File: config.mk
export PLATFORM = sky130hd
export DESIGN_NAME = multicycle_ctrl_flat
export DESIGN_NICKNAME = d
export VERILOG_FILES = /design/src/rtl/multicycle_ctrl_pkg.sv /design/src/rtl/multicycle_ctrl_if.sv /design/src/rtl/multicycle_ctrl_decode.sv /design/src/rtl/multicycle_ctrl.sv /design/src/flat_wrapper.sv
export SDC_FILE = /design/constraint.sdc
export NUM_CORES = 1
export LEC_CHECK = 0
export BUFFER_PORTS_ARGS = -buffer_cell sky130_fd_sc_hd__clkbuf_2
export CAP_MARGIN = 20
export CORE_MARGIN = 1
export CORE_UTILIZATION = 55
export CTS_CLUSTER_DIAMETER = 50
export DETAILED_ROUTE_END_ITERATION = 8
export GPL_ROUTABILITY_DRIVEN = 0
export PLACE_DENSITY = 0.85
export REMOVE_ABC_BUFFERS = 1
export SYNTH_ARGS = -nofsm -noshare
export SYNTH_HDL_FRONTEND = slang
export SYNTH_SLANG_ARGS = --single-unit
File: constraint.sdc
create_clock -name clk -period 4.1 [get_ports clk]
set_input_delay 0.205 -clock clk [delete_from_list [all_inputs] [get_ports clk]]
set_output_delay 0.205 -clock clk [all_outputs]
set_load 0.1 [all_outputs]
File: src/rtl/multicycle_ctrl_pkg.sv
// Shared encodings for the multi-cycle MIPS control FSM: states, opcodes,
// datapath select codes and the packed control-output bundle.
package multicycle_ctrl_pkg;

   typedef enum logic [2:0] {
      S_IF  = 3'd0,
      S_ID  = 3'd1,
      S_EX  = 3'd2,
      S_MEM = 3'd3,
      S_WB  = 3'd4,
      S_EXC = 3'd5
   } state_t;

   localparam logic [5:0] OP_RTYPE     = 6'h00;
   localparam logic [5:0] OP_J         = 6'h02;
   localparam logic [5:0] OP_JAL       = 6'h03;
   localparam logic [5:0] OP_BEQ       = 6'h04;
   localparam logic [5:0] OP_BNE       = 6'h05;
   localparam logic [5:0] OP_IARITH_LO = 6'h08;
   localparam logic [5:0] OP_IARITH_HI = 6'h0F;
   localparam logic [5:0] OP_LW        = 6'h23;
   localparam logic [5:0] OP_SW        = 6'h2B;

   localparam logic [5:0] FN_JR   = 6'h08;
   localparam logic [5:0] FN_JALR = 6'h09;

   localparam logic [1:0] REGDST_RT  = 2'b00;
   localparam logic [1:0] REGDST_RD  = 2'b01;
   localparam logic [1:0] REGDST_RA  = 2'b10;
   localparam logic [1:0] REGDST_EXC = 2'b11;

   localparam logic [2:0] PCSRC_PC4    = 3'b000;
   localparam logic [2:0] PCSRC_BRANCH = 3'b001;
   localparam logic [2:0] PCSRC_JUMP   = 3'b010;
   localparam logic [2:0] PCSRC_RS     = 3'b011;
   localparam logic [2:0] PCSRC_EXC    = 3'b100;

   localparam logic [1:0] ALUOP_ADD   = 2'b00;
   localparam logic [1:0] ALUOP_SUB   = 2'b01;
   localparam logic [1:0] ALUOP_FUNCT = 2'b10;
   localparam logic [1:0] ALUOP_IMM   = 2'b11;

   localparam logic [1:0] ALUSRCB_RT     = 2'b00;
   localparam logic [1:0] ALUSRCB_FOUR   = 2'b01;
   localparam logic [1:0] ALUSRCB_IMM    = 2'b10;
   localparam logic [1:0] ALUSRCB_IMM_SH = 2'b11;

   localparam logic [1:0] MEMTOREG_ALU = 2'b00;
   localparam logic [1:0] MEMTOREG_MDR = 2'b01;
   localparam logic [1:0] MEMTOREG_PC  = 2'b10;

   // Register written by REGDST_EXC ($k0).
   localparam int unsigned EXC_LINK_REG = 26;

   typedef struct packed {
      logic rtype;
      logic iarith;
      logic load;
      logic store;
      logic branch;
      logic branch_ne;
      logic jump;
      logic link;
      logic jr;
      logic illegal;
   } insn_class_t;

   typedef struct packed {
      logic       mem_req;
      logic       mem_read;
      logic       mem_write;
      logic       iord;
      logic       ir_write;
      logic       pc_write;
      logic [2:0] pc_source;
      logic       reg_write;
      logic [1:0] reg_dst;
      logic [1:0] mem_to_reg;
      logic       alu_src_a;
      logic [1:0] alu_src_b;
      logic [1:0] alu_op;
      logic       exception;
   } ctrl_out_t;

endpackage

File: src/rtl/multicycle_ctrl_if.sv
// Control/datapath/memory signal bundle for multicycle_ctrl; the master side
// is the controller, the slave side is the datapath and memory.
interface multicycle_ctrl_if #(
   parameter int unsigned CNT_W = 32
);
   import multicycle_ctrl_pkg::*;

   logic [5:0]       OpCode;
   logic [5:0]       Funct;
   logic             Zero;
   logic             MemReady;
   logic             MemReq;
   logic             MemRead;
   logic             MemWrite;
   logic             IorD;
   logic             IRWrite;
   logic             PCWrite;
   logic [2:0]       PCSource;
   logic             RegWrite;
   logic [1:0]       RegDst;
   logic [1:0]       MemtoReg;
   logic             ALUSrcA;
   logic [1:0]       ALUSrcB;
   logic [1:0]       ALUOp;
   logic             Exception;
   logic [CNT_W-1:0] Retired;

   modport master (
      input  OpCode, Funct, Zero, MemReady,
      output MemReq, MemRead, MemWrite, IorD, IRWrite, PCWrite, PCSource,
             RegWrite, RegDst, MemtoReg, ALUSrcA, ALUSrcB, ALUOp, Exception, Retired
   );

   modport slave (
      output OpCode, Funct, Zero, MemReady,
      input  MemReq, MemRead, MemWrite, IorD, IRWrite, PCWrite, PCSource,
             RegWrite, RegDst, MemtoReg, ALUSrcA, ALUSrcB, ALUOp, Exception, Retired
   );

endinterface

File: src/rtl/multicycle_ctrl_decode.sv
// Combinational classification of OpCode/Funct into instruction-class flags.
module multicycle_ctrl_decode
   import multicycle_ctrl_pkg::*;
(
   input  logic [5:0]  opcode_i,
   input  logic [5:0]  funct_i,
   output insn_class_t cls_o
);

   logic is_rtype, is_iarith, is_load, is_store, is_branch, is_jump;

   always_comb begin
      is_rtype  = (opcode_i == OP_RTYPE);
      is_iarith = (opcode_i >= OP_IARITH_LO) && (opcode_i <= OP_IARITH_HI);
      is_load   = (opcode_i == OP_LW);
      is_store  = (opcode_i == OP_SW);
      is_branch = (opcode_i == OP_BEQ) || (opcode_i == OP_BNE);
      is_jump   = (opcode_i == OP_J) || (opcode_i == OP_JAL);

      cls_o           = '0;
      cls_o.rtype     = is_rtype;
      cls_o.iarith    = is_iarith;
      cls_o.load      = is_load;
      cls_o.store     = is_store;
      cls_o.branch    = is_branch;
      cls_o.branch_ne = (opcode_i == OP_BNE);
      cls_o.jump      = is_jump;
      // jr covers both register jumps; link marks jal and jalr.
      cls_o.jr        = is_rtype && ((funct_i == FN_JR) || (funct_i == FN_JALR));
      cls_o.link      = (opcode_i == OP_JAL) || (is_rtype && (funct_i == FN_JALR));
      cls_o.illegal   = ~(is_rtype | is_iarith | is_load | is_store | is_branch | is_jump);
   end

endmodule

File: src/rtl/multicycle_ctrl.sv
// Multi-cycle MIPS control FSM: IF/ID/EX/MEM/WB sequencing, memory handshake,
// illegal-opcode trap and retired-instruction counter.
module multicycle_ctrl
   import multicycle_ctrl_pkg::*;
#(
   parameter int unsigned EXC_EN = 1,
   parameter int unsigned CNT_W  = 32
) (
   input logic              clk,
   input logic              reset,
   multicycle_ctrl_if.master ctrl_bus
);

   state_t           state_q, state_d;
   insn_class_t      cls;
   ctrl_out_t        out_d, out_gated;
   logic             retire;
   logic [CNT_W-1:0] retired_q;

   multicycle_ctrl_decode u_decode (
      .opcode_i (ctrl_bus.OpCode),
      .funct_i  (ctrl_bus.Funct),
      .cls_o    (cls)
   );

   always_ff @(posedge clk or posedge reset) begin
      if (reset) begin
         state_q <= S_IF;
      end else begin
         state_q <= state_d;
      end
   end

   always_comb begin
      state_d = state_q;
      out_d   = '0;
      retire  = 1'b0;
      case (state_q)
         S_IF: begin
            out_d.mem_req   = 1'b1;
            out_d.mem_read  = 1'b1;
            out_d.alu_src_b = ALUSRCB_FOUR;
            out_d.alu_op    = ALUOP_ADD;
            if (ctrl_bus.MemReady) begin
               out_d.ir_write  = 1'b1;
               out_d.pc_write  = 1'b1;
               out_d.pc_source = PCSRC_PC4;
               state_d         = S_ID;
            end
         end
         S_ID: begin
            out_d.alu_src_b = ALUSRCB_IMM_SH;
            out_d.alu_op    = ALUOP_ADD;
            state_d = (cls.illegal && (EXC_EN != 0)) ? S_EXC : S_EX;
         end
         S_EX: begin
            if (cls.rtype) begin
               out_d.alu_src_a = 1'b1;
               out_d.alu_src_b = ALUSRCB_RT;
               out_d.alu_op    = ALUOP_FUNCT;
               if (cls.jr) begin
                  out_d.pc_write  = 1'b1;
                  out_d.pc_source = PCSRC_RS;
                  if (cls.link) begin
                     out_d.reg_write  = 1'b1;
                     out_d.reg_dst    = REGDST_RD;
                     out_d.mem_to_reg = MEMTOREG_PC;
                  end
                  state_d = S_IF;
                  retire  = 1'b1;
               end else begin
                  state_d = S_WB;
               end
            end else if (cls.iarith) begin
               out_d.alu_src_a = 1'b1;
               out_d.alu_src_b = ALUSRCB_IMM;
               out_d.alu_op    = ALUOP_IMM;
               state_d         = S_WB;
            end else if (cls.load || cls.store) begin
               out_d.alu_src_a = 1'b1;
               out_d.alu_src_b = ALUSRCB_IMM;
               out_d.alu_op    = ALUOP_ADD;
               state_d         = S_MEM;
            end else if (cls.branch) begin
               out_d.alu_src_a = 1'b1;
               out_d.alu_src_b = ALUSRCB_RT;
               out_d.alu_op    = ALUOP_SUB;
               out_d.pc_source = PCSRC_BRANCH;
               out_d.pc_write  = cls.branch_ne ? ~ctrl_bus.Zero : ctrl_bus.Zero;
               state_d         = S_IF;
               retire          = 1'b1;
            end else if (cls.jump) begin
               out_d.pc_write  = 1'b1;
               out_d.pc_source = PCSRC_JUMP;
               if (cls.link) begin
                  out_d.reg_write  = 1'b1;
                  out_d.reg_dst    = REGDST_RA;
                  out_d.mem_to_reg = MEMTOREG_PC;
               end
               state_d = S_IF;
               retire  = 1'b1;
            end else begin
               // Untrapped illegal opcode retires as a NOP.
               state_d = S_IF;
               retire  = 1'b1;
            end
         end
         S_MEM: begin
            out_d.mem_req   = 1'b1;
            out_d.iord      = 1'b1;
            out_d.mem_read  = cls.load;
            out_d.mem_write = cls.store;
            if (ctrl_bus.MemReady) begin
               if (cls.load) begin
                  state_d = S_WB;
               end else begin
                  state_d = S_IF;
                  retire  = 1'b1;
               end
            end
         end
         S_WB: begin
            out_d.reg_write  = 1'b1;
            out_d.reg_dst    = cls.rtype ? REGDST_RD : REGDST_RT;
            out_d.mem_to_reg = cls.load ? MEMTOREG_MDR : MEMTOREG_ALU;
            state_d          = S_IF;
            retire           = 1'b1;
         end
         S_EXC: begin
            out_d.exception  = 1'b1;
            out_d.reg_write  = 1'b1;
            out_d.reg_dst    = REGDST_EXC;
            out_d.mem_to_reg = MEMTOREG_PC;
            out_d.pc_write   = 1'b1;
            out_d.pc_source  = PCSRC_EXC;
            state_d          = S_IF;
         end
         default: state_d = S_IF;
      endcase
   end

   always_ff @(posedge clk or posedge reset) begin
      if (reset) begin
         retired_q <= '0;
      end else if (retire) begin
         retired_q <= retired_q + CNT_W'(1);
      end
   end

   // Outputs are forced low for as long as reset is held, not just after the edge.
   assign out_gated = reset ? '0 : out_d;

   assign ctrl_bus.MemReq    = out_gated.mem_req;
   assign ctrl_bus.MemRead   = out_gated.mem_read;
   assign ctrl_bus.MemWrite  = out_gated.mem_write;
   assign ctrl_bus.IorD      = out_gated.iord;
   assign ctrl_bus.IRWrite   = out_gated.ir_write;
   assign ctrl_bus.PCWrite   = out_gated.pc_write;
   assign ctrl_bus.PCSource  = out_gated.pc_source;
   assign ctrl_bus.RegWrite  = out_gated.reg_write;
   assign ctrl_bus.RegDst    = out_gated.reg_dst;
   assign ctrl_bus.MemtoReg  = out_gated.mem_to_reg;
   assign ctrl_bus.ALUSrcA   = out_gated.alu_src_a;
   assign ctrl_bus.ALUSrcB   = out_gated.alu_src_b;
   assign ctrl_bus.ALUOp     = out_gated.alu_op;
   assign ctrl_bus.Exception = out_gated.exception;
   assign ctrl_bus.Retired   = retired_q;

endmodule

File: src/flat_wrapper.sv
// flat-port wrapper written by rule: the top's interface ports become plain ports
module multicycle_ctrl_flat import multicycle_ctrl_pkg::*;
#(
   parameter int unsigned EXC_EN = 1,
   parameter int unsigned CNT_W  = 32
)
  (clk, reset, ctrl_bus_OpCode, ctrl_bus_Funct, ctrl_bus_Zero, ctrl_bus_MemReady, ctrl_bus_MemReq, ctrl_bus_MemRead, ctrl_bus_MemWrite, ctrl_bus_IorD, ctrl_bus_IRWrite, ctrl_bus_PCWrite, ctrl_bus_PCSource, ctrl_bus_RegWrite, ctrl_bus_RegDst, ctrl_bus_MemtoReg, ctrl_bus_ALUSrcA, ctrl_bus_ALUSrcB, ctrl_bus_ALUOp, ctrl_bus_Exception, ctrl_bus_Retired);
  multicycle_ctrl_if #(.CNT_W(CNT_W)) ctrl_bus_i ();
  input logic clk;
  input logic reset;
  input wire logic [$bits(ctrl_bus_i.OpCode)-1:0] ctrl_bus_OpCode;
  input wire logic [$bits(ctrl_bus_i.Funct)-1:0] ctrl_bus_Funct;
  input wire logic [$bits(ctrl_bus_i.Zero)-1:0] ctrl_bus_Zero;
  input wire logic [$bits(ctrl_bus_i.MemReady)-1:0] ctrl_bus_MemReady;
  output wire logic [$bits(ctrl_bus_i.MemReq)-1:0] ctrl_bus_MemReq;
  output wire logic [$bits(ctrl_bus_i.MemRead)-1:0] ctrl_bus_MemRead;
  output wire logic [$bits(ctrl_bus_i.MemWrite)-1:0] ctrl_bus_MemWrite;
  output wire logic [$bits(ctrl_bus_i.IorD)-1:0] ctrl_bus_IorD;
  output wire logic [$bits(ctrl_bus_i.IRWrite)-1:0] ctrl_bus_IRWrite;
  output wire logic [$bits(ctrl_bus_i.PCWrite)-1:0] ctrl_bus_PCWrite;
  output wire logic [$bits(ctrl_bus_i.PCSource)-1:0] ctrl_bus_PCSource;
  output wire logic [$bits(ctrl_bus_i.RegWrite)-1:0] ctrl_bus_RegWrite;
  output wire logic [$bits(ctrl_bus_i.RegDst)-1:0] ctrl_bus_RegDst;
  output wire logic [$bits(ctrl_bus_i.MemtoReg)-1:0] ctrl_bus_MemtoReg;
  output wire logic [$bits(ctrl_bus_i.ALUSrcA)-1:0] ctrl_bus_ALUSrcA;
  output wire logic [$bits(ctrl_bus_i.ALUSrcB)-1:0] ctrl_bus_ALUSrcB;
  output wire logic [$bits(ctrl_bus_i.ALUOp)-1:0] ctrl_bus_ALUOp;
  output wire logic [$bits(ctrl_bus_i.Exception)-1:0] ctrl_bus_Exception;
  output wire logic [$bits(ctrl_bus_i.Retired)-1:0] ctrl_bus_Retired;
  assign ctrl_bus_i.OpCode = ctrl_bus_OpCode;
  assign ctrl_bus_i.Funct = ctrl_bus_Funct;
  assign ctrl_bus_i.Zero = ctrl_bus_Zero;
  assign ctrl_bus_i.MemReady = ctrl_bus_MemReady;
  assign ctrl_bus_MemReq = ctrl_bus_i.MemReq;
  assign ctrl_bus_MemRead = ctrl_bus_i.MemRead;
  assign ctrl_bus_MemWrite = ctrl_bus_i.MemWrite;
  assign ctrl_bus_IorD = ctrl_bus_i.IorD;
  assign ctrl_bus_IRWrite = ctrl_bus_i.IRWrite;
  assign ctrl_bus_PCWrite = ctrl_bus_i.PCWrite;
  assign ctrl_bus_PCSource = ctrl_bus_i.PCSource;
  assign ctrl_bus_RegWrite = ctrl_bus_i.RegWrite;
  assign ctrl_bus_RegDst = ctrl_bus_i.RegDst;
  assign ctrl_bus_MemtoReg = ctrl_bus_i.MemtoReg;
  assign ctrl_bus_ALUSrcA = ctrl_bus_i.ALUSrcA;
  assign ctrl_bus_ALUSrcB = ctrl_bus_i.ALUSrcB;
  assign ctrl_bus_ALUOp = ctrl_bus_i.ALUOp;
  assign ctrl_bus_Exception = ctrl_bus_i.Exception;
  assign ctrl_bus_Retired = ctrl_bus_i.Retired;
  multicycle_ctrl #(.EXC_EN(EXC_EN), .CNT_W(CNT_W)) u_core (.clk(clk), .reset(reset), .ctrl_bus(ctrl_bus_i));
endmodule
Yosys cells after proc, flatten, opt, wreduce, memory -nomap -nowiden
Cells that the tools add are included.
Word-level totals
  register bits after elaboration: 35
  word-level logic and storage cells: 78
  output and inout bits: 52
  bits of input ports: 16
Operators by class
  equality and inequality tests: 15
  bitwise gates (word level): 6
  reductions and logical operators: 11
  add/subtract/negate cells: 1
  $lt $le $gt $ge: 2
  muxes and demuxes: 41
Operators with widths (number)
  $mux 9: 4
  $mux 5: 7
  $add 32x1->32 const B: 1
  $pmux 4 s3: 2
  $mux 3: 7
  $mux 20: 1
  $pmux 5 s3: 1
  $mux 14: 1
  $eq 6x2->1 const B: 2
  $eq 6x3->1 const B: 2
  $eq 6x4->1 const B: 2
  $eq 6x6->1 const B: 2
  $mux 1: 12
  $pmux 3 s4: 1
  $eq 3x2->1 const B: 2
  $eq 3x3->1 const B: 2
  $ge 6x4->1 const B: 1
  $le 6x4->1 const B: 1
  $logic_not 6->1: 1
  $logic_or 1x1->1: 5
  $or 1x1->1: 5
  $mux 2: 2
  $mux 4: 1
  $ne 2x2->1 const B: 2
  7 further kinds: 9

Longest topological paths before layout
  depth in word-level cells: 11
  gate-level depth with buffers: 8
  mapped depth without buffers: 6

Hierarchy
Synthesis repeated with hierarchy kept, for this count alone.
Second synthesis, totals
  cell total of the unflattened synthesis: 245
  area, all modules: 2245.9 um2
Modules (own cells, without submodules)
  multicycle_ctrl: times used 1, area an instance 2048.2 um2, cells an instance 216
  multicycle_ctrl_decode: times used 1, area an instance 197.7 um2, cells an instance 29

Least setup slack after synthesis
Ideal clock, no wire load.
  path kind: reg-to-output
  from: register u_core.state_q[0]
  to: output ctrl_bus_ALUOp[0]
  data required time: 3.895 ns
  buffers on the path: 1
  data arrival time: 3.716 ns
  path slack: 0.179 ns
  cell stages (with the launch flop): 5
  path through: dfrtp_1 > clkbuf_1 > nor2b_1 > nand2_1 > nor4_1
Between the ends
  cells in the longest elaborated chain, start to end: 3
  elaborated cells between the ends (all ways): 5
  those cells by class: eq/ne (2); mux (2); reduce/logical (1)
RTL lines
  start: declaration: RTL line multicycle_ctrl.sv:14  | state_t state_q, state_d;
  start signal: assignment: RTL line multicycle_ctrl.sv:30  | state_q <= state_d;
  $eq 3x2->1 (tied with other cells): RTL line multicycle_ctrl.sv:38  | case (state_q)
  $pmux 4 s3 *: RTL line multicycle_ctrl.sv:38
  $mux 20 *: RTL line multicycle_ctrl.sv:151  | assign out_gated = reset ? '0 : out_d;
  end: declaration: RTL line flat_wrapper.sv:27  | output wire logic [$bits(ctrl_bus_i.ALUOp)-1:0] ctrl_bus_ALUOp;
Every way passes the cells marked *; elsewhere a longest branch is shown, timed or not.

Final worst setup path
  from: register u_core.state_q[0]
  to: output ctrl_bus_RegWrite
Between the ends
  cells in the longest elaborated chain, start to end: 3
  elaborated cells between the ends (all ways): 5
  those cells by class: eq/ne (3); mux (2)
RTL lines
  $eq 3x3->1 or $eq 3x2->1 (tied branches): RTL line multicycle_ctrl.sv:38
  $pmux 5 s3 *: RTL line multicycle_ctrl.sv:38
  $mux 20 *: RTL line multicycle_ctrl.sv:151
  end: declaration: RTL line flat_wrapper.sv:22  | output wire logic [$bits(ctrl_bus_i.RegWrite)-1:0] ctrl_bus_RegWrite;
Marked as above.

==> metrics <==
WP data arrival=roughly 2200 ps; CP max FO=13; max-slew violations=0; Ports=68; Tmin final=2380 ps; worst path bufs/invs=1; Crit path depth=5; synthesized cell area=between 0.002 and 0.0025 mm2; Primary FF master, synth=dfrtp_1; first-pass GRT wire length=~8000 um; Worst Path Required=3890 ps; initial antenna violation count=0; Syn Inst Count=between 200 and 250; clk slew on worst S/H paths=70 ps; PwrDens=approximately 600 mW/mm2; DR WL/cell=~13 um; area grow syn2layout=19.4%; Post-synth EDFFs=0; Leak Pwr=1.31 nW; fraction of layout cells with a size suffix above 1=0.318; DRT Pass-1 Iters=4; initial DRC count=94; sequential cell area=876 um2; sequential fraction of the synthesis area=0.405; status=finished clean; via count=1913; Routed Antenna Nets=0; ant diodes=0; post-synthesis register bit count=35; area of the multi-input gates=around 0.0012 mm2; mean area per synthesized cell=9.41 um2; hold_ws=129 ps; CTS tree=done; CTS hold repair buffers=0; Yosys warnings=0; Synth async-reset ratio=1.00; Slew @ Worst Pin=894 ps; max-cap check violation count=0; total grt overflow=0; Setup Skew=5.13 ps; most common cell after layout, fill and taps aside=clkbuf_2; Yosys cell types=39; CP delay by family, top=simple AND/OR/NAND/NOR gates; VDD IR max=0.508 mV; Post-DP HPWL=approximately 3300 um; Setup crit end kind=primary output; Core ar.=0.00372 mm2; Final #Nets=308; number of global-route vias before repair=1783; CP Class=flip-flop to primary output; post_cts resized=0; CTS sink count=35; worst-case reg-to-reg path depth=6; Rows=22; RSZ-0062 raised after global routing=false; IO Port Bufs=67; crit-path cells=nand2b_1 -> nor3_1 -> o21ai_0 -> a21oi_1 -> clkbuf_2; initial core utilization=0.582; CTS root buffer=clkbuf_8; fillers=about 310; slowest CP cell=dfrtp_1; WL final=4570 um; die area=between 0.004 and 0.005 mm2; Vias/cell=5.63; DIE HEIGHT=64.7 um; startpoint types=flip-flop; Post-route DRC=0; maximum clock frequency=421 MHz; setup TNS=0 ps; CTS H-tree lvls=2; most frequent cells in the layout=clkbuf_2, dfrtp_1, xnor2_1; post-CTS setup buffers=0; TritonCTS buffer count=5; Tcrit/Tclk final=0.580; final hold violations=0; Worst Hold Class=input pin to async pin; GRT Total Usage=0.233; largest net degree at the start of global routing=37; slew margin rel.=0.402; Clk Latency, worst-skew pair=280 ps; clock tree buffer depth=2; count of final setup violators=0; max incr delay on CP=~510 ps; Die W=64.7 um
-- where the power goes --
part / internal, mW / switching, mW
clock: 0.153 / 0.119
combinational: 0.147 / 0.656
sequential: 0.387 / 0.0745
-- metrics by stage --
stage | power, mW | instances | setup slack, ps | instance area, um2 | util
CTS | 1.54 | 340 | 1740 | 2580 | 0.695
finish | 1.54 | 340 | 1720 | 2580 | 0.695
detailed placement | 1.27 | 332 | 1790 | 2480 | 0.667
floorplan | 1.12 | 216 | 196 | 2080 | -
global route | 1.60 | 340 | 1560 | 2580 | 0.695
global placement | 1.26 | 332 | 1810 | 2480 | 0.667
-- Yosys cell counts, types with 3 or more instances --
| library cell | count | area, um2 |
|---|---|---|
| clkbuf_1 | 5 | 18.8 |
| nand4_1 | 8 | 50.1 |
| nor2b_1 | 3 | 18.8 |
| nor3_1 | 6 | 30.0 |
| nand3_2 | 4 | 40.0 |
| and4_1 | 3 | 26.3 |
| nand4_2 | 5 | 62.6 |
| a21oi_1 | 16 | 80.1 |
| nand3_1 | 14 | 70.1 |
| xnor2_1 | 30 | 263 |
| nor2_1 | 19 | 71.3 |
| nand2b_1 | 8 | 50.1 |
| and3_1 | 24 | 150 |
| o21ai_0 | 4 | 20.0 |
| buf_6 | 4 | 45.0 |
| dfrtp_1 | 35 | 876 |
| inv_1 | 5 | 18.8 |
| buf_2 | 4 | 20.0 |
| nand2_1 | 9 | 33.8 |
-- area by class of cell --
| type | instances | area share |
|---|---|---|
| multi-input combinational | 176 | 0.457 |
| timing repair buffer | 68 | 0.133 |
| sequential | 35 | 0.339 |
| tap | 48 | 0.0233 |
| clock inverter | 1 | 0.00291 |
| clock buffer | 7 | 0.0373 |
| inverter | 5 | 0.00727 |
-- kinds of logic after synthesis --
family                   share of synthesized area
AND/OR/NAND/NOR                              0.313
flip-flops                                   0.405
XOR/XNOR                                     0.126
AO/OA/AOI/OAI                               0.0908
buffers and inverters                       0.0492
multiplexers                                0.0104
adder cells (fa/ha/maj)                    0.00578
-- worst min-delay path: stages --
cell and delay, ps:
clkbuf_2 170, inv_1 80, buf_4 390
-- state kept, by name, indices dropped and copies added (netlist names) --
| name | cells |
|---|---|
| u_core.state_q | 3 |
| u_core.ctrl_bus.Retired | 32 |
-- final timing paths --
check	startpoint	slack, ps	endpoint
setup / recovery	u_core.state_q[0]$_DFFE_PP0P_	1720	ctrl_bus_RegWrite
hold reg to reg	u_core.ctrl_bus.Retired[31]$_DFFE_PP0P_	470	u_core.ctrl_bus.Retired[31]$_DFFE_PP0P_
hold / removal	reset	130	u_core.ctrl_bus.Retired[6]$_DFFE_PP0P_
setup reg to reg	u_core.ctrl_bus.Retired[2]$_DFFE_PP0P_	1800	u_core.ctrl_bus.Retired[25]$_DFFE_PP0P_
min in group clk	ctrl_bus_MemReady	260	u_core.state_q[0]$_DFFE_PP0P_
max in group asynchronous	reset	3660	u_core.ctrl_bus.Retired[24]$_DFFE_PP0P_
-- metal layers --
layer | vias up | GRT usage | part of all wire
met5 | - | 0 | 0
met4 | 0 | 0.0417 | 0.0055
met3 | 3 | 0.0440 | 0.046
met2 | 54 | 0.408 | 0.50
met1 | 920 | 0.301 | 0.45
li1 | 936 | - | -
(Power assumes the default switching activity.)
